File: src/rtl/pipe_pkg.sv
// Shared widths, bubble encodings and counter defaults for the four
// inter-stage pipeline registers of the processor datapath.
package pipe_pkg;

    localparam int CNT_W_DEFAULT = 16;

    localparam int IFID_CTRL_W  = 16;
    localparam int IFID_DATA_W  = 64;
    localparam int IDEX_CTRL_W  = 16;
    localparam int IDEX_DATA_W  = 128;
    localparam int EXMEM_CTRL_W = 8;
    localparam int EXMEM_DATA_W = 112;
    localparam int MEMWB_CTRL_W = 4;
    localparam int MEMWB_DATA_W = 72;

    // Every write/enable bit is active-high, so all-zero is a safe bubble.
    localparam logic [IFID_CTRL_W-1:0]  IFID_BUBBLE  = '0;
    localparam logic [IDEX_CTRL_W-1:0]  IDEX_BUBBLE  = '0;
    localparam logic [EXMEM_CTRL_W-1:0] EXMEM_BUBBLE = '0;
    localparam logic [MEMWB_CTRL_W-1:0] MEMWB_BUBBLE = '0;

endpackage

File: src/rtl/sat_counter.sv
// Unsigned saturating event counter with synchronous clear that
// overrides a same-cycle increment.
module sat_counter
    import pipe_pkg::*;
#(
    parameter int W = CNT_W_DEFAULT
) (
    input  logic         Clock,
    input  logic         Reset_n,
    input  logic         Clear,
    input  logic         Inc,
    output logic [W-1:0] Count
);

    localparam logic [W-1:0] ONE = W'(1);
    localparam logic [W-1:0] MAX = '1;

    logic [W-1:0] count_q;
    logic [W-1:0] count_d;

    always_comb begin
        count_d = count_q;
        if (Clear) begin
            count_d = '0;
        end else if (Inc && (count_q != MAX)) begin
            count_d = count_q + ONE;
        end
    end

    always_ff @(posedge Clock or negedge Reset_n) begin
        if (!Reset_n) begin
            count_q <= '0;
        end else begin
            count_q <= count_d;
        end
    end

    assign Count = count_q;

endmodule

File: src/rtl/pipe_stage_reg.sv
// Inter-stage pipeline register with stall hold, flush bubble insertion,
// invalid-input control gating and saturating stall/flush event counters.
module pipe_stage_reg
    import pipe_pkg::*;
#(
    parameter int                DATA_W      = 128,
    parameter int                CTRL_W      = 16,
    parameter logic [CTRL_W-1:0] BUBBLE_CTRL = {CTRL_W{1'b0}},
    parameter int                CNT_W       = CNT_W_DEFAULT
) (
    input  logic              Clock,
    input  logic              Reset_n,
    input  logic              Stall,
    input  logic              Flush,
    input  logic              ClearCounters,
    input  logic              ValidIn,
    input  logic [CTRL_W-1:0] CtrlIn,
    input  logic [DATA_W-1:0] DataIn,
    output logic              ValidOut,
    output logic [CTRL_W-1:0] CtrlOut,
    output logic [DATA_W-1:0] DataOut,
    output logic [CNT_W-1:0]  StallCount,
    output logic [CNT_W-1:0]  FlushCount
);

    logic              valid_q, valid_d;
    logic [CTRL_W-1:0] ctrl_q,  ctrl_d;
    logic [DATA_W-1:0] data_q,  data_d;
    logic              stall_inc;
    logic              flush_inc;

    // Flush beats Stall beats Load; data is left alone on flush to save toggles.
    always_comb begin
        valid_d = valid_q;
        ctrl_d  = ctrl_q;
        data_d  = data_q;
        if (Flush) begin
            valid_d = 1'b0;
            ctrl_d  = BUBBLE_CTRL;
        end else if (!Stall) begin
            valid_d = ValidIn;
            data_d  = DataIn;
            ctrl_d  = ValidIn ? CtrlIn : BUBBLE_CTRL;
        end
    end

    always_ff @(posedge Clock or negedge Reset_n) begin
        if (!Reset_n) begin
            valid_q <= 1'b0;
            ctrl_q  <= BUBBLE_CTRL;
            data_q  <= '0;
        end else begin
            valid_q <= valid_d;
            ctrl_q  <= ctrl_d;
            data_q  <= data_d;
        end
    end

    assign stall_inc = Stall && !Flush && valid_q;
    assign flush_inc = Flush && (valid_q || ValidIn);

    sat_counter #(.W(CNT_W)) u_stall_cnt (
        .Clock   (Clock),
        .Reset_n (Reset_n),
        .Clear   (ClearCounters),
        .Inc     (stall_inc),
        .Count   (StallCount)
    );

    sat_counter #(.W(CNT_W)) u_flush_cnt (
        .Clock   (Clock),
        .Reset_n (Reset_n),
        .Clear   (ClearCounters),
        .Inc     (flush_inc),
        .Count   (FlushCount)
    );

    assign ValidOut = valid_q;
    assign CtrlOut  = ctrl_q;
    assign DataOut  = data_q;

endmodule

File: config.mk
export PLATFORM = sky130hd
export DESIGN_NAME = pipe_stage_reg
export DESIGN_NICKNAME = d
export VERILOG_FILES = /design/src/rtl/pipe_pkg.sv /design/src/rtl/sat_counter.sv /design/src/rtl/pipe_stage_reg.sv
export SDC_FILE = /design/constraint.sdc
export NUM_CORES = 1
export LEC_CHECK = 0
export ABC_AREA = 1
export CELL_PAD_IN_SITES_DETAIL_PLACEMENT = 1
export CELL_PAD_IN_SITES_GLOBAL_PLACEMENT = 1
export CORE_MARGIN = 2
export CORE_UTILIZATION = 30
export CTS_CLUSTER_SIZE = 8
export DETAILED_ROUTE_END_ITERATION = 8
export GPL_TIMING_DRIVEN = 0
export PLACE_DENSITY_LB_ADDON = 0.1
export SLEW_MARGIN = 20
export SYNTH_ARGS = -nofsm -noshare
export SYNTH_HDL_FRONTEND = slang
export SYNTH_SLANG_ARGS = --single-unit
File: constraint.sdc
create_clock -name Clock -period 2 [get_ports Clock]
set_clock_uncertainty 0.15 [all_clocks]
set_input_delay 0.4 -clock Clock [delete_from_list [all_inputs] [get_ports Clock]]
set_output_delay 0.4 -clock Clock [all_outputs]
set_load 0.03 [all_outputs]
==> results of run 1 <==
## synthesized netlist by cell type
cell type	n	area, sq um
nand4_1	11	68.8
ha_1	2	25.0
nor2_4	4	45.0
nor2_1	31	116
or2_2	1	6.26
buf_4	5	37.5
nor2_8	2	40.0
o21ai_0	7	35.0
inv_1	32	120
buf_2	12	60.1
nor3_2	1	10.0
a32o_1	16	160
nand2_4	2	22.5
nor2_2	5	31.3
nand3_1	29	145
mux2_2	128	1440
a21oi_1	1	5.00
inv_2	1	3.75
dfrtp_1	177	4430
buf_12	1	20.0
xnor2_1	1	8.76
xor2_1	10	87.6
o21bai_1	5	37.5
clkbuf_1	5	18.8
nand2_1	120	450
nand2_2	12	75.1
## sequential cells by signal, summed over array words and instances (netlist names)
register           count
u_stall_cnt.Count     16
DataOut              128
CtrlOut               16
ValidOut               1
u_flush_cnt.Count     16
## power groups by stage
| stage | registers [mW] | logic (mW) | clock network (mW) |
|---|---|---|---|
| 5_1_grt | 4.23 | 2.54 | 3.68 |
| 6_report | 4.17 | 2.41 | 3.43 |
| 3_3_place_gp | 4.24 | 2.70 | 0 |
| 2_1_floorplan | 5.05 | 0.491 | 0 |
| 4_1_cts | 4.17 | 2.44 | 3.55 |
| 3_5_place_dp | 4.25 | 2.71 | 0 |
## final cells by class
cell class	instances	area share
timing repair buffer	332	0.268
tap	324	0.0347
multi-input combinational	388	0.243
clock inverter	14	0.0143
sequential	177	0.380
inverter	33	0.0106
clock buffer	18	0.0368
buffer	23	0.0123
## how the worst max path moves through the flow
stage | to | slack (ns) | depth (start not counted)
final | StallCount[12] | 0.09 | 1
after global routing | u_stall_cnt.Count[10] | 0.02 | 10
after CTS | u_flush_cnt.Count[14] | 0.02 | 10
after detailed placement | DataOut[122] | -0.74 | 5
after global placement | DataOut[60] | -7.83 | 1
after floorplan | u_stall_cnt.Count[7] | 0.12 | 10
## timing repair
item	CTS	global route
gates resized for setup	180	8
pin swaps	1	0
buffers inserted	3	1
hold endpoints to repair	30	0
hold buffers	1	0
setup endpoints to repair	332	26
## kinds of logic after synthesis
logic type / Yosys count / synth area share
XOR/XNOR: 11 / 0.0128
adder cells (fa/ha/maj): 2 / 0.00334
AND/OR/NAND/NOR: 218 / 0.135
buffers and inverters: 56 / 0.0347
AO/OA/AOI/OAI: 29 / 0.0317
multiplexers: 128 / 0.192
flip-flops: 177 / 0.590
## worst register-to-register path: stages (launching register included)
cell and delay [ns]:
dfrtp_1 0.46, ha_4 0.19, nand2_2 0.06, nor2_4 0.16, nand2_4 0.11, nor2_8 0.15
nor2_4 0.08, nor2_8 0.14, buf_12 0.17, nand2_2 0.04, nand2_1 0.07
## metal layers
| layer | vias up | track usage |
|---|---|---|
| li1 | 2790 | - |
| met5 | - | 0 |
| met3 | 16 | 0.0845 |
| met4 | 4 | 0.0386 |
| met2 | 167 | 0.338 |
| met1 | 2951 | 0.207 |
==> flow_summary.ini, run 1 <==
[clock_tree]
clk_latency_ns = 0.43
cts_sinks = 177
cts_buffers = 17
max-clock-path-buffers = 2
cts_root_buffer = clkbuf_16
cts_tree = yes
clk_pin_slew_ns = 0.08
htree_num_levels = 4

[setup_path]
crit_path_start_kind = register
critical-path-top-delay-family = flip-flops
critPathMaxStageDelay_ns = 0.47
crit_path_start = u_stall_cnt.Count[12]
slowest_stage = dfrtp_1
cp_data_required_time_ns = 1.45
crit_path_max_fanout = 6
path_buf_inv = 1
cp.arrival_ns = 1.36
reg2reg_slack_ns = 0.16
rr_endpoint = u_stall_cnt.Count[5]
r2r-start = u_stall_cnt.Count[0]
ff2ff_path_depth = 10
crit_type = reg2out
worstSetupEndpointType = output port
cp_cell_sequence = dlygate4sd2_1

[sta]
worst_pin_slew_ns = 0.546
holdWs_ns = 0.241
min_period_ns = 1.91
drv_slew = 0
timing.setup.tns_ns = 0
rsz0062_at_grt = false
postLayoutSetupSlackWorst_ns = 0.0894
finalHoldViolations = 0
slew_headroom = 0.636
finalCritPeriodShare = 0.955
setup-violations-final = 0
max_freq_ghz = 0.523

[cells_and_area]
multi_input_area_sq_mm = 0.00284
layout_common_cells = 177 x dfrtp_1, 177 x dlygate4sd2_1, 147 x clkdlybuf4s50_1, 128 x mux2_2, 119 x nand2_1
layout-drive-gt1-share = 0.219
diodes = 0
synthToLayoutAreaGrowth_pct = 55.6
fin_area_sq_mm = 0.0117
final_util = 0.477
nets = 1124
fillers = 2709
instances_no_fill = 1309
regArea_sq_mm = 0.00443

[power]
switching_share = 0.324
intPower_mw = 6.76
power_frac_comb = 0.241
ir_drop_mv = 0.425
p_total_mw = 10.0
power.density_mw_per_mm2 = 857
pwr-share-clk = 0.343
pwr-share-seq = 0.417
p_switching_mw = 3.24
cellLeakagePower_nw = 5.51

[place]
gp_congestion = 0.745
dp_hpwl_microns = 18600
dp.cells = 1272
place_ws_ns = -0.744
dpl_cell_area_sq_mm = 0.0112
portBuffers = 325

[yosys]
synth_fp_nets = 773
yosysUniqueCellTypes = 26
synthCells = 621
synth_area_sq_mm = 0.00750
synth_area_per_cell_sq_um = 12.1
seq_area_frac_synth = 0.590
yosysWarningCount = 0
ys_seq_elements = 177

[routing]
wl_met1_microns = 9260
met3_length_microns = 2170
ant_nets = 0
wirelength_microns = 24400
drcViolationCount = 0
via_per_inst = 4.53
wl_met2_microns = 12700
wl_per_cell_microns = 18.7
vias = 5928
top_layer = met5
drt_iter0_markers = 177
drt_pass1_iterations = 4

[grt]
antenna_found_initial = 2
grt_pass1_vias = 6466
grt_max_degree = 85
gr-total-overflow = 0
track_usage = 0.189
grt_pass1_wl_microns = 37700

[flow_run]
drv_cap = 0

[floorplanning]
coreArea_sq_mm = 0.0245
ioPinCount = 327
die_width_microns = 162
row_count = 57
die_area_sq_mm = 0.0263
die_h_microns = 162
start_util = 0.307

[outcome]
status = finished, final reports clean

[worst_hold_path]
worstHoldPathType = in2async
(Power assumes the default switching activity.)
==> inputs of run 2 (changes only) <==
Settings changed: SKIP_LAST_GASP set to 1.
==> results of run 2 <==
No change in the layout: final DEF, timing and power equal those of run 1.
